--- src/rtl/encoder_8_to_3_seq.sv ---
// -----------------------------------------------------------------------------
// encoder_8_to_3_seq
//
// Sequential 8-to-3 encoder. Accepts a multi-hot request vector over a
// valid/ready handshake and drains it as a stream of binary indices, one per
// output handshake. Default order is lowest set bit first.
//
// Optional build macro:
//   ENC_MSB_FIRST_EN  when defined, indices are emitted highest set bit first;
//                     handshake, latency and err_zero behaviour are unchanged.
//
// Ports:
//   clk        system clock, rising edge
//   rst_n      asynchronous active-low reset
//   in_valid   in_vec is valid
//   in_ready   block can accept a vector (high whenever idle)
//   in_vec     request vector, bit i set = index i pending
//   out_valid  out_idx/out_last are valid
//   out_ready  consumer accepts the current index
//   out_idx    binary index of the current pending bit
//   out_last   current index is the last pending bit of this vector
//   busy       a vector is being drained
//   err_zero   one-cycle pulse after an all-zero vector is accepted
// -----------------------------------------------------------------------------
module encoder_8_to_3_seq #(
  parameter int IN_W  = 8,
  parameter int OUT_W = 3   // 2**OUT_W must equal IN_W
) (
  input  logic             clk,
  input  logic             rst_n,
  input  logic             in_valid,
  output logic             in_ready,
  input  logic [IN_W-1:0]  in_vec,
  output logic             out_valid,
  input  logic             out_ready,
  output logic [OUT_W-1:0] out_idx,
  output logic             out_last,
  output logic             busy,
  output logic             err_zero
);

  typedef enum logic {
    IDLE  = 1'b0,
    DRAIN = 1'b1
  } state_t;

  state_t          state;
  logic [IN_W-1:0] pending;
  logic [IN_W-1:0] remaining;
  logic            in_fire;
  logic            out_fire;

  // Index of the next bit to emit from a vector: the lowest set bit, or the
  // highest when the MSB-first build is selected. The last hit in the loop
  // wins, so the loop direction decides the priority.
  function automatic logic [OUT_W-1:0] pick_idx(input logic [IN_W-1:0] v);
    logic [OUT_W-1:0] idx;
    idx = '0;
`ifdef ENC_MSB_FIRST_EN
    for (int i = 0; i < IN_W; i++) begin
      if (v[i]) idx = OUT_W'(i);
    end
`else
    for (int i = IN_W - 1; i >= 0; i--) begin
      if (v[i]) idx = OUT_W'(i);
    end
`endif
    return idx;
  endfunction

  // True when exactly one bit is set; independent of scan order because the
  // final emitted index is always the only bit left.
  function automatic logic is_single(input logic [IN_W-1:0] v);
    return (v != '0) && ((v & (v - IN_W'(1))) == '0);
  endfunction

  assign in_ready  = (state == IDLE);
  assign in_fire   = in_valid && in_ready;
  assign out_fire  = out_valid && out_ready;
  // Pending bits once the index currently on the output is retired.
  assign remaining = pending & ~(IN_W'(1) << out_idx);

  // NOTE: all state here uses non-blocking assignments so every register
  // samples the pre-edge values; blocking would make 'remaining'/'out_idx'
  // ordering-dependent and break simulation/synthesis equivalence.
  always_ff @(posedge clk or negedge rst_n) begin
    if (!rst_n) begin
      state     <= IDLE;
      pending   <= '0;
      out_valid <= 1'b0;
      out_idx   <= '0;
      out_last  <= 1'b0;
      busy      <= 1'b0;
      err_zero  <= 1'b0;
    end else begin
      // err_zero is a pulse: cleared every cycle unless re-armed below.
      err_zero <= 1'b0;

      unique case (state)
        IDLE: begin
          if (in_fire) begin
            if (in_vec == '0) begin
              err_zero <= 1'b1;
            end else begin
              pending   <= in_vec;
              state     <= DRAIN;
              out_valid <= 1'b1;
              out_idx   <= pick_idx(in_vec);
              out_last  <= is_single(in_vec);
              busy      <= 1'b1;
            end
          end
        end

        DRAIN: begin
          // Stalled (out_ready low): nothing changes, outputs hold.
          if (out_fire) begin
            if (out_last) begin
              pending   <= '0;
              out_valid <= 1'b0;
              out_last  <= 1'b0;
              busy      <= 1'b0;
              state     <= IDLE;
            end else begin
              pending  <= remaining;
              out_idx  <= pick_idx(remaining);
              out_last <= is_single(remaining);
            end
          end
        end

        default: state <= IDLE;
      endcase
    end
  end

endmodule

--- config.mk ---
export PLATFORM = sky130hd
export DESIGN_NAME = encoder_8_to_3_seq
export DESIGN_NICKNAME = d
export VERILOG_FILES = /design/src/rtl/encoder_8_to_3_seq.sv
export SDC_FILE = /design/constraint.sdc
export NUM_CORES = 1
export LEC_CHECK = 0
export CORE_ASPECT_RATIO = 0.9
export CORE_MARGIN = 3
export CORE_UTILIZATION = 50
export DETAILED_ROUTE_END_ITERATION = 16
export DONT_BUFFER_PORTS = 1
export GPL_TIMING_DRIVEN = 0
export PLACE_DENSITY = 0.72
export SLEW_MARGIN = 10
export SYNTH_ARGS = -nofsm -noshare
export SYNTH_HDL_FRONTEND = slang
export SYNTH_SLANG_ARGS = --single-unit
--- constraint.sdc ---
create_clock -name clk -period 2.55 [get_ports clk]
set_clock_uncertainty 0.05 [all_clocks]
set_input_delay 0.765 -clock clk [delete_from_list [all_inputs] [get_ports clk]]
set_output_delay 0.765 -clock clk [all_outputs]
set_load 0.03 [all_outputs]
After elaboration in Yosys (flattened, before gate mapping)
Cells that the tools add are included.
- shift operators: 1
- reductions and logical operators: 12
- bitwise logic cells: 5
- equality and inequality tests: 5
- add/subtract/negate cells: 2
- multiplexer cells: 44
- operators with widths (operator ; number):
    2-to-1 mux 3 bit ; 20
    2-to-1 mux 8 bit ; 4
    AND 8 bit ; 3
    zero test 8 bit ; 3
    case mux 8 bit (2 select lines) ; 1
    nonzero test 8 bit ; 2
    subtractor 8 x 1 -> 8 bit (second input constant) ; 2
    2-to-1 mux 1 bit ; 15
    inverter 8 bit ; 1
    AND reduction 4 bit ; 2
    left shift 1 x 3 -> 8 bit (first input constant) ; 1
    inequality test 2 bit (second input constant) ; 3
    case mux 1 bit (2 select lines) ; 3
    case mux 3 bit (2 select lines) ; 1
    logical AND 1 bit ; 4
    inequality test 2 x 1 -> 1 bit (second input constant) ; 2
    AND reduction 3 bit ; 1
    inverter 1 bit ; 1
- word-level logic and storage cells: 75
- input port bits: 12
- output and inout bits: 8
- register bits: 15

Logic depth before layout (Yosys ltp)
- depth in word-level cells: 14
- gate-level depth with buffers: 7
- gate-level depth less buffers: 6

Worst setup path before layout
OpenSTA, ideal clock, no wires.
- kind: input to register
- from: in in_vec[3]
- to: reg out_last
- data required time: 2.365 ns
- path buffers: 0
- path slack: 0.592 ns
- cell stages on the path: 5
- arrival time: 1.773 ns
- setup time: 0.135 ns
- path through: or4_4 > nor3_4 > nor2_2 > a22oi_1 > o211ai_1
- word-level cells in the longest chain between the ends: 7
- elaborated cells on any way between the ends: 11
- classes of those cells: add/sub (1); eq/ne (1); mux (3); bitwise (1); reduce/logical (5)
- ends and longest elaborated chain (item ; line ; RTL):
    start, declared ; 33 ; input logic [IN_W-1:0] in_vec,
    subtractor 8 x 1 -> 8 bit ; 74 ; return (v != '0) && ((v & (v - IN_W'(1))) == '0);
    AND 8 bit ; 74 ;
    zero test 8 bit ; 74 ;
    logical AND 1 bit ; 74 ;
    2-to-1 mux 1 bit ; 102 ; if (in_vec == '0) begin
    2-to-1 mux 1 bit ; 101 ; if (in_fire) begin
    case mux 1 bit (2 select lines) ; 99 ; unique case (state)
    end signal, assigned ; 109 ; out_last <= is_single(in_vec);
    end signal, assigned ; 127 ; out_last <= is_single(remaining);
    end, declared ; 37 ; output logic out_last,
Parallel ways exist; a longest one is shown, timed or not. The select of a mux whose other input is x is not followed.
A chain may end at the register's enable or synchronous reset.

Worst setup path after layout
- from: reg out_idx[0]
- to: reg out_last
- word-level cells in the longest chain between the ends: 10
- elaborated cells on any way between the ends: 11
- classes of those cells: add/sub (1); shift (1); mux (3); bitwise (3); reduce/logical (3)
- ends and longest elaborated chain (item ; line ; RTL):
    start, declared ; 36 ; output logic [OUT_W-1:0] out_idx,
    start signal, assigned ; 108 ; out_idx <= pick_idx(in_vec);
    start signal, assigned ; 126 ; out_idx <= pick_idx(remaining);
    left shift 1 x 3 -> 8 bit * ; 81 ; assign remaining = pending & ~(IN_W'(1) << out_idx);
    inverter 8 bit * ; 81 ;
    AND 8 bit * ; 81 ;
    subtractor 8 x 1 -> 8 bit ; 74 ;
    AND 8 bit ; 74 ;
    zero test 8 bit ; 74 ;
    logical AND 1 bit * ; 74 ;
    2-to-1 mux 1 bit * ; 118 ; if (out_last) begin
    2-to-1 mux 1 bit * ; 117 ; if (out_fire) begin
    case mux 1 bit (2 select lines) * ; 99 ;
Every way passes the cells marked *; elsewhere a longest branch is shown, timed or not. The select of a mux whose other input is x is not followed.

==> qor.yml <==
synthesis:
  synth_area_mm2: 0.001195
  synth-edff-count: 0
  ys_warn_count: 0
  async_flop_share_pct: 100.0
  synth_top_area_share_pct: 31.41
  ys_top_cells_by_area: "dfrtp_1 (31%), a21oi_1 (5.4%), nand2_1 (5.3%)"
  synth.area.mux_share_pct: 2.932
  synth-adder-area-share_pct: 1.675
  post-synth-top-area-cell: "dfrtp_1"
  synth_top_family_by_area: "compound AO/OA/AOI/OAI gates"
  synth.most_common_cell: "nand2_1"
  yosys-top-cells-count: "nand2_1 (17), dfrtp_1 (15), a21oi_1 (13)"
  synthSimpleGateAreaFrac_pct: 22.93
  synthXorXnorAreaFrac_pct: 1.466
  ys_seq_area_share_pct: 31.41
  postSynthAreaPerCell_um2: 7.913
  synth_compound_area_share_pct: 32.88
  synth_fp_nets: 163
  synth-seq-cells: 15
  ys.flop_type: "dfrtp_1"
  yosysUniqueCellTypes: 43
  netlist_instances: 151
job:
  maxCapViolCount: 0
cells_and_area:
  fill_cells: 211
  area_growth_syn_to_layout_pct: 5.130
  drive_gt1_share_pct: 14.19
  seqCellArea_um2: 375.4
  multi_input_comb_area_um2: 739.5
  post-route-util_pct: 56.53
  diodes: 0
  nets: 168
setup_path:
  slowest_delay_ns: 0.52
  required_ns: 2.66
  endpoint_kind: "register"
  critPathKind: "reg2reg"
  cp_common_cell: "o211ai_1"
  worstPathArrival_ns: 2.18
  cp_cell_sequence: "buf_4, mux2_4, o22ai_2, nand3_1, mux2i_1, o211ai_1, o211ai_1"
  startpoint_type: "register"
  critPathMaxFanout: 7
  crit_slowest_cell: "dfrtp_1"
grt:
  grt_max_degree: 16
  grt-busiest-layer: "met2"
  grtUsageMet3_pct: 6.650
  grt_pass1_vias: 1117
  grt_remaining_overflow: 0
  grt_usage_pct: 21.65
  grt_pass1_wl_um: 5037
  grt_use_met2_pct: 34.77
  met1_usage_pct: 27.49
  antenna_found_initial: 0
clock_tree:
  numCtsBuffers: 3
  postCtsHoldBufs: 0
  cts.path.max_buffers: 2
  cts_tree: "yes"
  ctsResizeCount: 0
  post_cts_buffers: 0
  clkTransAtPathRegs_ns: 0.09
  root_buffer: "clkbuf_4"
  cts_sinks: 15
  clock_latency_ns: 0.29
  h-tree-depth: 1
place:
  gp_congestion: 0.9034
  port_buffers: 0
  hpwl_um: 2293
route:
  drt_iter0_markers: 41
  routed_wl_um: 2943
  via_count: 1169
  firstDrtPassIters: 5
  drt-vias-per-instance: 6.423
  postRouteAntennaNets: 0
  wl_per_cell_um: 16.17
  drcViolationCount: 0
timing:
  hold_viol: 0
  rsz0062_at_grt: "false"
  final_max_slew_viol_count: 0
  timing.slew.headroom_pct: 69.50
  fin_crit_ns: 2.063
  fin_setup_tns_ns: 0
  period_share_pct: 80.91
  max_freq_mhz: 484.7
  finalSetupViolCount: 0
  max_slew.worst_pin.slew_ns: 0.4575
die:
  fp.coreArea_mm2: 0.002222
  die_h_um: 52.38
  start_util_pct: 53.77
  fp.dieW_um: 57.53
  die_area_mm2: 0.003013
  io_pins: 20
  std_cell_rows: 16
power:
  power_density_mw_per_mm2: 1258
  irDropWorstVdd_mv: 0.6918
  power_leakage_nw: 0.5127
worst_hold_path:
  hold_path.class: "in2async"
run_status:
  outcome: "finished clean"
==> layer usage <==
metal | vias up | wire length [um]
met2 | 44 | 1409
met4 | 0 | 24
met5 | - | 0
met3 | 4 | 224
li1 | 560 | -
met1 | 561 | 1285
==> critical path: cells and delay by family (launching register included) <==
| kind | cells | cell delay [ns] |
|---|---|---|
| simple gates | 1 | 0.17 |
| flops | 1 | 0.52 |
| compound gates | 3 | 0.50 |
| buf+inv | 1 | 0.23 |
| mux | 2 | 0.46 |
==> state kept, by name (all words and copies together), names as in the netlist <==
name      count
pending       8
state         1
busy          1
out_idx       3
err_zero      1
out_last      1
==> power breakdown <==
part | switching (mW) | total, mW | internal (mW)
Sequential | 0.182 | 0.514 | 0.333
Clock | 0.0807 | 0.139 | 0.0584
Combinational | 0.555 | 0.927 | 0.373
==> metrics by stage <==
step / setup slack, ns / cells / power, mW / hold slack, ns / instance area [um2]
global route: 0.3592 / 182 / 1.721 / 0.07596 / 1256
finish: 0.4868 / 182 / 1.581 / 0.1067 / 1256
global placement: 0.3986 / 178 / 1.411 / 0.4198 / 1229
floorplan: 0.5921 / 151 / 1.234 / 0.4194 / 1195
detailed placement: 0.3654 / 178 / 1.429 / 0.4197 / 1229
CTS: 0.4888 / 182 / 1.574 / 0.09196 / 1256
==> worst paths after layout <==
kind	from	endpoint	slack, ns	depth (start not counted)
setup / recovery	out_idx[0]	out_last	0.49	7
hold / removal	rst_n	out_idx[2]	0.11	0
setup reg to reg	out_idx[0]	out_last	0.49	7
hold reg to reg	pending[0]	pending[0]	0.55	1
max in group asynchronous	rst_n	pending[2]	2.27	0
min in group clk	in_vec[7]	pending[7]	0.54	2
==> final cells by class <==
class	instances	area share, %
flip-flops and latches	15	29.88
plain buffers	9	3.984
clock buffers	3	1.793
multi-input cells	119	58.86
clock inverters	1	0.3984
well taps	27	2.689
inverters	8	2.390
==> cells in the final DEF (no fill, tap or decap), types with 3 or more instances in the layout <==
| cell | instances |
|---|---|
| a21oi_1 | 13 |
| a31oi_1 | 5 |
| buf_2 | 3 |
| buf_4 | 3 |
| clkbuf_4 | 3 |
| dfrtp_1 | 15 |
| inv_1 | 8 |
| nand2_1 | 17 |
| nand2b_1 | 6 |
| nand3_1 | 3 |
| nor2_1 | 11 |
| nor2b_1 | 3 |
| nor3_1 | 5 |
| o211ai_1 | 3 |
| o21ai_0 | 11 |
| o21ai_1 | 8 |
| o2bb2ai_1 | 3 |
==> kinds of logic after synthesis <==
kind of cell	Yosys count
flip-flops	15
adder cells (fa/ha/maj)	2
AND/OR/NAND/NOR	53
multiplexers	3
AO/OA/AOI/OAI	59
XOR/XNOR	2
buffers and inverters	17
Note: power is estimated with default switching activity, not from simulation.
